[config.mk]
export PLATFORM = sky130hd
export DESIGN_NAME = sl_fanout_cell
export DESIGN_NICKNAME = d
export VERILOG_FILES = /design/src/rtl/sl_fanout_cell.sv
export SDC_FILE = /design/constraint.sdc
export NUM_CORES = 1
export LEC_CHECK = 0
export BUFFER_PORTS_ARGS = -buffer_cell sky130_fd_sc_hd__buf_2
export CAP_MARGIN = 10
export CORE_AREA = 2 2 193 195
export DETAILED_ROUTE_END_ITERATION = 10
export DIE_AREA = 0 0 195 197
export PLACE_DENSITY = 0.49
export SYNTH_ARGS = -nofsm -noshare
export SYNTH_HDL_FRONTEND = slang
export SYNTH_SLANG_ARGS = --single-unit
[constraint.sdc]
create_clock -name clk -period 1.4 [get_ports clk]
set_input_delay 0.14 -clock clk [delete_from_list [all_inputs] [get_ports clk]]
set_output_delay 0.14 -clock clk [all_outputs]
set_load 0.01 [all_outputs]
[src/rtl/sl_fanout_cell.sv]
// ---------------------------------------------------------------------------
// sl_fanout_cell
//
// Parametrised 1-to-N same-latency fanout cell. A host request is registered
// through DOWN_PIPE stages and then decoded on req_addr[SEL_LSB +: SEL_W] to
// one of N_DOWN slaves. A SLAVE_LAT-deep tag line follows each issued request
// so that the matching slave response can be steered back to the host. The
// response then passes through UP_PIPE registers. The total latency is
// DOWN_PIPE + SLAVE_LAT + UP_PIPE for every slave index.
//
// Optional feature macro: SL_FANOUT_ERR_RESP_EN
//   defined   : out-of-range selects return host_res_err=1, rdata=0 at the
//               normal latency
//   undefined : out-of-range selects are dropped, and host_res_err is held
//               at 0
//
// Ports
//   clk, rst_n          clock (rising edge) and asynchronous active-low reset
//   host_req_*          host request: valid, wr, addr, wdata (no backpressure)
//   host_res_*          host response: valid, rdata, err
//   slave_req_*         per-slave request; valid is one-hot, while wr, addr
//                       and wdata are broadcast to every slice
//   slave_res_*         per-slave response: valid, rdata
//   lat_err             sticky slave-timing violation flag
// ---------------------------------------------------------------------------
module sl_fanout_cell #(
  parameter int N_DOWN    = 4,
  parameter int SEL_LSB   = 10,
  parameter int ADDR_W    = 32,
  parameter int DATA_W    = 32,
  parameter int DOWN_PIPE = 2,
  parameter int UP_PIPE   = 2,
  parameter int SLAVE_LAT = 1
) (
  input  logic                     clk,
  input  logic                     rst_n,
  input  logic                     host_req_valid,
  input  logic                     host_req_wr,
  input  logic [ADDR_W-1:0]        host_req_addr,
  input  logic [DATA_W-1:0]        host_req_wdata,
  output logic                     host_res_valid,
  output logic [DATA_W-1:0]        host_res_rdata,
  output logic                     host_res_err,
  output logic [N_DOWN-1:0]        slave_req_valid,
  output logic [N_DOWN-1:0]        slave_req_wr,
  output logic [N_DOWN*ADDR_W-1:0] slave_req_addr,
  output logic [N_DOWN*DATA_W-1:0] slave_req_wdata,
  input  logic [N_DOWN-1:0]        slave_res_valid,
  input  logic [N_DOWN*DATA_W-1:0] slave_res_rdata,
  output logic                     lat_err
);

  localparam int SEL_W = $clog2(N_DOWN);

`ifdef SL_FANOUT_ERR_RESP_EN
  localparam logic ERR_RESP_EN = 1'b1;
`else
  localparam logic ERR_RESP_EN = 1'b0;
`endif

  // -------------------------------------------------------------------------
  // Request pipe
  // -------------------------------------------------------------------------
  logic [DOWN_PIPE-1:0]             req_valid_q;
  logic [DOWN_PIPE-1:0]             req_wr_q;
  logic [DOWN_PIPE-1:0][ADDR_W-1:0] req_addr_q;
  logic [DOWN_PIPE-1:0][DATA_W-1:0] req_wdata_q;

  // Address and data are reset as well, because every output must read 0
  // while the cell is in reset.
  always_ff @(posedge clk or negedge rst_n) begin
    if (!rst_n) begin
      req_valid_q <= '0;
      req_wr_q    <= '0;
      req_addr_q  <= '0;
      req_wdata_q <= '0;
    end else begin
      req_valid_q[0] <= host_req_valid;
      req_wr_q[0]    <= host_req_wr;
      req_addr_q[0]  <= host_req_addr;
      req_wdata_q[0] <= host_req_wdata;
      for (int k = 1; k < DOWN_PIPE; k++) begin
        req_valid_q[k] <= req_valid_q[k-1];
        req_wr_q[k]    <= req_wr_q[k-1];
        req_addr_q[k]  <= req_addr_q[k-1];
        req_wdata_q[k] <= req_wdata_q[k-1];
      end
    end
  end

  logic              iss_valid;
  logic              iss_wr;
  logic [ADDR_W-1:0] iss_addr;
  logic [DATA_W-1:0] iss_wdata;
  logic [SEL_W-1:0]  iss_sel;
  logic              iss_oor;

  assign iss_valid = req_valid_q[DOWN_PIPE-1];
  assign iss_wr    = req_wr_q[DOWN_PIPE-1];
  assign iss_addr  = req_addr_q[DOWN_PIPE-1];
  assign iss_wdata = req_wdata_q[DOWN_PIPE-1];
  assign iss_sel   = iss_addr[SEL_LSB +: SEL_W];
  // Widened by one bit so the comparison still works for power-of-2 N_DOWN.
  // In that case the comparison is never true.
  assign iss_oor   = ({1'b0, iss_sel} >= (SEL_W+1)'(N_DOWN));

  // -------------------------------------------------------------------------
  // Tag line: {valid, sel, oor}, which moves in step with the slave latency
  // -------------------------------------------------------------------------
  logic                            tag_push;
  logic [SLAVE_LAT-1:0]            tag_valid_q;
  logic [SLAVE_LAT-1:0]            tag_oor_q;
  logic [SLAVE_LAT-1:0][SEL_W-1:0] tag_sel_q;

  // Out-of-range requests enter the tag line only when they must produce an
  // error response. Otherwise they are dropped here.
  assign tag_push = iss_valid & (ERR_RESP_EN | ~iss_oor);

  always_ff @(posedge clk or negedge rst_n) begin
    if (!rst_n) begin
      tag_valid_q <= '0;
      tag_oor_q   <= '0;
      tag_sel_q   <= '0;
    end else begin
      tag_valid_q[0] <= tag_push;
      tag_oor_q[0]   <= iss_oor;
      tag_sel_q[0]   <= iss_sel;
      for (int k = 1; k < SLAVE_LAT; k++) begin
        tag_valid_q[k] <= tag_valid_q[k-1];
        tag_oor_q[k]   <= tag_oor_q[k-1];
        tag_sel_q[k]   <= tag_sel_q[k-1];
      end
    end
  end

  logic             tail_valid;
  logic             tail_oor;
  logic [SEL_W-1:0] tail_sel;

  assign tail_valid = tag_valid_q[SLAVE_LAT-1];
  assign tail_oor   = tag_oor_q[SLAVE_LAT-1];
  assign tail_sel   = tag_sel_q[SLAVE_LAT-1];

  // -------------------------------------------------------------------------
  // Per-slave fanout and the expected-response vector
  // -------------------------------------------------------------------------
  logic [N_DOWN-1:0] res_expect;

  genvar gi;
  for (gi = 0; gi < N_DOWN; gi++) begin : g_port
    assign slave_req_valid[gi]                   = iss_valid & (iss_sel == SEL_W'(gi));
    assign slave_req_wr[gi]                      = iss_wr;
    assign slave_req_addr[gi*ADDR_W +: ADDR_W]   = iss_addr;
    assign slave_req_wdata[gi*DATA_W +: DATA_W]  = iss_wdata;
    assign res_expect[gi] = tail_valid & ~tail_oor & (tail_sel == SEL_W'(gi));
  end

  // res_expect is one-hot or zero. The OR-reduction therefore selects the
  // expected slave, and it yields 0 for an out-of-range tail.
  logic [DATA_W-1:0] cap_rdata;

  always_comb begin
    cap_rdata = '0;
    for (int i = 0; i < N_DOWN; i++) begin
      if (res_expect[i]) begin
        cap_rdata = cap_rdata | slave_res_rdata[i*DATA_W +: DATA_W];
      end
    end
  end

  // A missing expected response and an unsolicited response both show up
  // as a bit difference between the two vectors.
  logic timing_err;
  logic lat_err_q;

  assign timing_err = |(res_expect ^ slave_res_valid);

  always_ff @(posedge clk or negedge rst_n) begin
    if (!rst_n) begin
      lat_err_q <= 1'b0;
    end else begin
      lat_err_q <= lat_err_q | timing_err;
    end
  end

  // The flag is raised in the same cycle that the violation is seen. It is
  // masked during reset so that the output reads 0 while rst_n is low.
  assign lat_err = lat_err_q | (timing_err & rst_n);

  // -------------------------------------------------------------------------
  // Response pipe
  // -------------------------------------------------------------------------
  logic [UP_PIPE-1:0]             up_valid_q;
  logic [UP_PIPE-1:0][DATA_W-1:0] up_rdata_q;

  always_ff @(posedge clk or negedge rst_n) begin
    if (!rst_n) begin
      up_valid_q <= '0;
      up_rdata_q <= '0;
    end else begin
      up_valid_q[0] <= tail_valid;
      up_rdata_q[0] <= cap_rdata;
      for (int k = 1; k < UP_PIPE; k++) begin
        up_valid_q[k] <= up_valid_q[k-1];
        up_rdata_q[k] <= up_rdata_q[k-1];
      end
    end
  end

  assign host_res_valid = up_valid_q[UP_PIPE-1];
  assign host_res_rdata = up_rdata_q[UP_PIPE-1];

`ifdef SL_FANOUT_ERR_RESP_EN
  logic [UP_PIPE-1:0] up_err_q;

  always_ff @(posedge clk or negedge rst_n) begin
    if (!rst_n) begin
      up_err_q <= '0;
    end else begin
      up_err_q[0] <= tail_valid & tail_oor;
      for (int k = 1; k < UP_PIPE; k++) begin
        up_err_q[k] <= up_err_q[k-1];
      end
    end
  end

  assign host_res_err = up_err_q[UP_PIPE-1];
`else
  assign host_res_err = 1'b0;
`endif

endmodule
# == Word-level counts from Yosys, hierarchy flattened ==
# Cells that the tools add are included.
# classes
n_reduce_logical,3
eq_ne,6
n_mux,4
n_bitwise,15
# op_table
operator,n
2-to-1 mux 32 bit,4
OR 32 bit,3
bitwise AND 1 bit,9
== test 2 bit (second input constant),4
== test 2 x 1 -> 1 bit (second input constant),2
zero test 2 bit,2
OR reduction 4 bit,1
bitwise XOR 4 bit,1
OR 1 bit,2
# word_totals
word_cells,40
input_bits,200
regBits,202
out_inout_bits,299

# == Depth between registers and ports, before layout ==
# Gate-level depths: netlist (run 1).
# logic_depth
depth_word,9
mapped_depth,6
ltp_nobuf,4

# == Least setup slack after synthesis (run 1) ==
# No wires, ideal clock.
# synth_path
path_kind,register to output
start,reg tag_sel_q[1] (netlist bit)
end,out lat_err
path_slack_ps,-51
arrival_ps,1311
stages_incl_launch_ff,6
required_time_ps,1260
path_buffers,1
path_cell_list,dfrtp_1 > buf_2 > nor3b_1 > xor2_1 > a2111oi_4 > a21oi_2
# synth_between
elab_chain_cells,6
elab_cells_between_ends,12
cone_classes,3 x eq/ne; 7 x bitwise; 2 x reduce/logical
# synth_lines
item,line,rtl
"start, declared",113,logic [SLAVE_LAT-1:0][SEL_W-1:0] tag_sel_q;
"start signal, assigned by index",131,tag_sel_q[k] <= tag_sel_q[k-1];
== test 2 x 1 -> 1 bit (tied with other cells),155,assign res_expect[gi] = tail_valid & ~tail_oor & (tail_sel == SEL_W'(gi));
bitwise AND 1 bit,155,
bitwise XOR 4 bit (*),176,assign timing_err = |(res_expect ^ slave_res_valid);
OR reduction 4 bit (*),176,
bitwise AND 1 bit (*),188,assign lat_err = lat_err_q | (timing_err & rst_n);
OR 1 bit (*),188,
"end, declared",50,output logic lat_err
# Mark *: on every way between the ends. The rest lies on a longest branch, timed or not.

# == Final worst setup path (run 1) ==
# layout_path
start,reg tag_sel_q[0] (netlist bit)
end,out lat_err
# The elaborated chain is that of the path after synthesis.

==> results.yml, run 1 <==
synthesis:
  syn_area_um2: 8450
  ys_seq_area_frac: 0.598
  yosysWarnings: 0
  ys_ff_latch: 202
  syn_inst: 591
  synth_compound_area_frac: 0.00518
  synth.area.mux_share: 0.0866
  synth_area_leaders: "dfrtp_1, buf_4, mux4_2"
  avgSynthCellArea_um2: 14.3
  synth_top_family_by_area: "buffers and inverters"
  yosys.area.top_type: "dfrtp_1"
  synth-adder-area-share: 0
  yosysTopAreaCellShare: 0.598
  syn_nets: 791
  synthSimpleGateAreaFrac: 0.0358
  ys_types: 24
  synth_edf_count: 0
  synth-xor-area-share: 0.00104
  synthArstFlopShare: 1.00
  ys.flop_type: "dfrtp_1"
setup_path:
  critical_path.most_common_cell: "buf_6"
  end_kind: "output pin"
  crit_type: "reg2out"
  cp.arrival_ps: 1950
  crit_fanout: 3
  crit_required_ps: 1260
  max_stage_delay_ps: 470
  crit_slowest_cell: "a2111oi_4"
  cp-start-kind: "flop"
  path_cells: "buf_6 > buf_4 > nand3_2 > a2111oi_4 > a21oi_4 > buf_6"
  rr_worst_depth: 6
cts:
  cts_buffer_depth: 3
  cts_max_level: 1
  cts_tree: "yes"
  cts.clk_slew.worst_paths_ps: 60
  cts.sink_count: 202
  cts-root-buf: "clkbuf_16"
  cts_buffers: 23
  clock_latency_ps: 520
timing:
  final_hold_viol_count: 0
  period_minus_slack_ps: 2090
  finalHoldWorstSlack_ps: 42.9
  fmax_mhz: 478
  rsz0062_at_grt: "true"
  final.setup.tns_ps: -7470
  setup_viol: 37
  fin_crit_sh: 1.50
  clock_skew_ps: 21.0
  setup_ws_ps: -694
  slew_violations: 0
place:
  dp_hpwl_um: 16200
  port_buffers: 497
  gp_congestion: 0.750
  dpl_cell_area_um2: 9380
  dp_slack_ps: -166
die:
  num_rows: 70
  die_area_um2: 38400
  dieWidth_um: 195
  start_util: 0.233
  io_pins: 499
  core_area_um2: 36300
  die_y_um: 197
final_layout:
  fin_area_um2: 11100
  drive_above_1_share: 0.680
  multiInputGateArea_um2: 1170
  final-seq-area_um2: 5060
  synthToLayoutAreaGrowth_pct: 31.6
  n_fill_cell: 3680
  layout.nets: 1104
  n_antenna_cell: 0
status:
  status: "finished with violations"
  violations: "negative setup slack"
hold_path:
  hold_depth: 3
  hp-class: "in2reg"
global_route:
  gr-total-overflow: 0
  grt_usage: 0.106
  grt_max_degree: 87
  first_global_vias: 5101
  grt_pass1_wl_um: 30300
  antenna_found_initial: 2
pwr:
  power.total_mw: 13.7
  cellLeakagePower_nw: 5.66
  peakVddDrop_v: 0.000662
  p_per_area_nw_per_um2: 1230
drt:
  drt_wl_total_um: 21500
  ant_nets: 0
  drtPass1Iterations: 4
  drc: 0
  vias: 4988
  viasPerCell: 3.60
  first_iter_violations: 76
  routedWlPerCell_um: 15.5
run:
  maxCapViolations: 0
## report_power, final
group          total [mW]  switching (mW)  internal [mW]  leakage [nW]
logic                1.78           0.816          0.961          2.88
registers            6.37           0.190           6.18          2.42
clock network        5.56            2.27           3.29         0.349
total                13.7            3.28           10.4          5.66
## per-layer routing
metal,routed length (um),global-route usage,share of wire
met5,23,0,0.0011
met2,11100,0.195,0.52
met3,1760,0.0315,0.082
met1,8020,0.117,0.37
met4,540,0.0379,0.025
## cell type report
class / count / share of cell area
flip-flops and latches: 202 / 0.455
repair buffers: 592 / 0.324
multi-input cells: 85 / 0.105
clock buffers: 34 / 0.0600
well taps: 468 / 0.0526
clock inverters: 5 / 0.00349
## worst paths after layout
check / startpoint / endpoint / slack (ps)
max: tag_sel_q[0] / lat_err / -690
min: slave_res_rdata[122] / up_rdata_q[26] / 40
max reg2reg: tag_sel_q[0] / up_rdata_q[25] / -240
min reg2reg: req_wdata_q[31] / iss_wdata[31] / 340
max in group asynchronous: rst_n / iss_addr[11] / 510
min in group asynchronous: rst_n / iss_wdata[31] / 480
## registers in the layout (all words and copies together), names as in the netlist, 32 cells and up
| name | flops |
|---|---|
| host_res_rdata | 32 |
| iss_wdata | 32 |
| iss_addr | 32 |
| up_rdata_q | 32 |
| req_wdata_q | 32 |
| req_addr_q | 32 |
## cell usage after synthesis (all sizes together) (2+ instances only)
master,number
mux4,32
nand2,3
buf,301
dfrtp,202
clkbuf,3
nor2,2
nor3b,2
nor3,2
and2,32
nor2b,2
## worst max-delay path, delay by kind of cell (launching register included)
family / cells / cell delay, ps
compound gates: 2 / 580
buf+inv: 3 / 350
flops: 1 / 410
simple gates: 1 / 80
## cells in the final DEF (no fill, tap or decap), types with 2 or more instances in the layout
cell,n
and2_1,10
and2_4,22
buf_12,5
buf_16,4
buf_2,487
buf_4,12
buf_6,16
clkbuf_1,6
clkbuf_16,23
clkbuf_8,5
clkinv_2,2
dfrtp_1,197
dfrtp_2,5
dlygate4sd3_1,67
mux4_2,32
nand2_1,3
nor2_1,2
nor3_1,2
## per-stage QoR
stage,std cells,utilization
3_5_place_dp,1264,0.259
5_1_grt,1386,0.307
6_report,1386,0.307
4_1_cts,1382,0.303
3_3_place_gp,1264,0.259
2_1_floorplan,591,-
## what timing repair did
action	CTS	global route
resized for setup	17	42
pin swaps	7	13
hold buffers	67	0
setup endpoints to repair	38	46
buffers inserted	8	6
hold endpoints to repair	269	0
gates cloned	4	0
## cell families after synthesis
logic type,count (synthesis)
buffers and inverters,304
flip-flops,202
AND/OR/NAND/NOR,48
other,1
AO/OA/AOI/OAI,3
multiplexers,32
XOR/XNOR,1
Note: power is estimated with default switching activity, not from simulation.
==> inputs of run 2 (changes only) <==
--- a/config.mk
+++ b/config.mk
@@ -7,10 +7,12 @@
 export LEC_CHECK = 0
 export BUFFER_PORTS_ARGS = -buffer_cell sky130_fd_sc_hd__buf_2
 export CAP_MARGIN = 10
-export CORE_AREA = 2 2 193 195
+export CELL_PAD_IN_SITES_DETAIL_PLACEMENT = 1
+export CELL_PAD_IN_SITES_GLOBAL_PLACEMENT = 2
+export CORE_ASPECT_RATIO = 0.7
+export CORE_UTILIZATION = 24
 export DETAILED_ROUTE_END_ITERATION = 10
-export DIE_AREA = 0 0 195 197
-export PLACE_DENSITY = 0.49
+export PLACE_DENSITY_LB_ADDON = 0.08
 export SYNTH_ARGS = -nofsm -noshare
 export SYNTH_HDL_FRONTEND = slang
 export SYNTH_SLANG_ARGS = --single-unit
==> run 2 against run 1 <==
  * The run ends with negative hold slack, negative setup slack left
  * Routed wire length increased by 9.8%
  * Via count increased by 1.3%
  * Register-to-register slack got worse by 160 ps
  * Global-route usage increased by 2.2 points
  * Combinational power decreased by 2%
  * Worst hold slack got worse by 60 ps
  * Flip-flop and latch count unchanged
  * Clock-buffer cell count decreased by 3
  * Maximum frequency increased by 2.9%
==> results.yml, run 2 (synthesis results as in run 1) <==
hold_path:
  hp-class: "in2reg"
  worstHoldStart: "slave_res_valid[3]"
  hold_depth: 3
  hold_end: "lat_err_q"
timing:
  slew_headroom: 0.578
  setup_ws_ps: -636
  tightest_slew_ps: 633
  clock_skew_ps: 9.79
  rsz0062_at_grt: "true"
  finalHoldWorstSlack_ps: -17.5
  setup_viol: 37
  final_hold_viol_count: 1
  fin_crit_sh: 1.45
  period_minus_slack_ps: 2040
  fmax_mhz: 491
  slew_violations: 0
pwr:
  p_per_area_nw_per_um2: 1310
  peakVddDrop_v: 0.000683
  cellLeakagePower_nw: 5.66
die:
  core_area_um2: 34700
  dieWidth_um: 226
  die_area_um2: 36000
  die_y_um: 159
  io_pins: 499
  start_util: 0.244
  num_rows: 57
setup_path:
  rr_worst_depth: 7
  crit_type: "reg2out"
  crit_fanout: 4
  end_kind: "output pin"
  cp.arrival_ps: 1900
  r2r-start: "tag_sel_q[0]"
  reg2reg_to: "up_rdata_q[8]"
  cp-start-kind: "flop"
  crit_required_ps: 1260
  reg2reg_slack_ps: -400
final_layout:
  synthToLayoutAreaGrowth_pct: 32.4
  drive_above_1_share: 0.671
  fin_area_um2: 11200
  mostFrequentLayoutCell: "buf_2"
  layout.nets: 1100
  final_cell_mix: "buf_2, dfrtp_1, dlygate4sd3_1"
drt:
  viasPerCell: 3.63
  drc: 0
  drtPass1Iterations: 4
  drt_wl_total_um: 23600
  top_layer: "met5"
  first_iter_violations: 186
  met2_length_um: 12100
  wl_met1_um: 8730
  ant_nets: 0
  routedWlPerCell_um: 16.9
  routed-wl-met3_um: 2110
  vias: 5051
status:
  violations: "negative hold slack, negative setup slack"
  status: "finished with violations"
run:
  maxCapViolations: 0
cts:
  cts.clk_slew.worst_paths_ps: 60
  cts_max_level: 1
  clock_latency_ps: 510
  cts_buffer_depth: 3
  cts-root-buf: "clkbuf_16"
  cts_hold_buf: 67
  cts_tree: "yes"
  cts_buffers: 23
  cts.sink_count: 202
place:
  port_buffers: 497
  gp_congestion: 0.761
  dp_hpwl_um: 17900
  dpl_cell_area_um2: 9380
global_route:
  antenna_found_initial: 11
  gr-total-overflow: 0
  grt_usage: 0.128
  grt_pass1_wl_um: 34200
  first_global_vias: 5391
  grt_max_degree: 107
[run 2: worst max-delay path, stage by stage, from the launching register on]
cell and delay, ps:
dfrtp_1 410, nor2b_1 160, and4b_1 180, or3_4 380, a21oi_4 140, buf_6 120
[run 2: how the worst max path moves through the flow]
| stage | slack, ps | depth (start not counted) | to | startpoint |
|---|---|---|---|---|
| floorplan | -10 | 4 | lat_err | tag_valid_q |
| global placement | -140 | 3 | up_rdata_q[27] | tag_sel_q[0] |
| detailed placement | -200 | 5 | lat_err | tag_sel_q[0] |
| CTS | -670 | 5 | lat_err | tag_valid_q |
| global route | -740 | 6 | lat_err | tag_valid_q |
| finish | -640 | 5 | lat_err | tag_valid_q |
[run 2: per-layer routing]
metal,GRT usage,vias to the layer above
met5,0,-
met4,0.0276,12
met3,0.0480,44
met2,0.229,241
met1,0.144,2523
li1,-,2231
[run 2: final cells by class]
class | instances | area [um2]
fill | 3860 | 23500
clock buffer | 31 | 646
tap | 472 | 591
clock inverter | 9 | 176
antenna | 4 | 10.0
multi-input combinational | 85 | 1150
timing repair buffer | 588 | 3560
sequential | 202 | 5060
[run 2: report_power, final]
group	internal, mW	total [mW]	leakage (nW)	switching, mW
clock	4.14	6.54	0.400	2.39
sequential	6.18	6.36	2.43	0.176
combinational	0.935	1.74	2.84	0.810
[run 2: through the flow]
stage	util	worst slack (ps)	instances	power [mW]	setup TNS, ps
floorplan	-	-14.8	591	7.60	-14.8
global placement	0.271	-143	1269	7.97	-3190
detailed placement	0.271	-204	1269	7.99	-3980
CTS	0.320	-671	1384	14.9	-7940
global route	0.322	-737	1387	15.4	-12370
finish	0.323	-636	1391	14.6	-10430
[run 2: repair_timing]
item	in CTS	in global routing
gates resized for setup	27	22
pin swaps	2	3
setup buffers	6	3
gates cloned	2	1
endpoints found under the setup margin	38	45
endpoints found under the hold margin	269	1
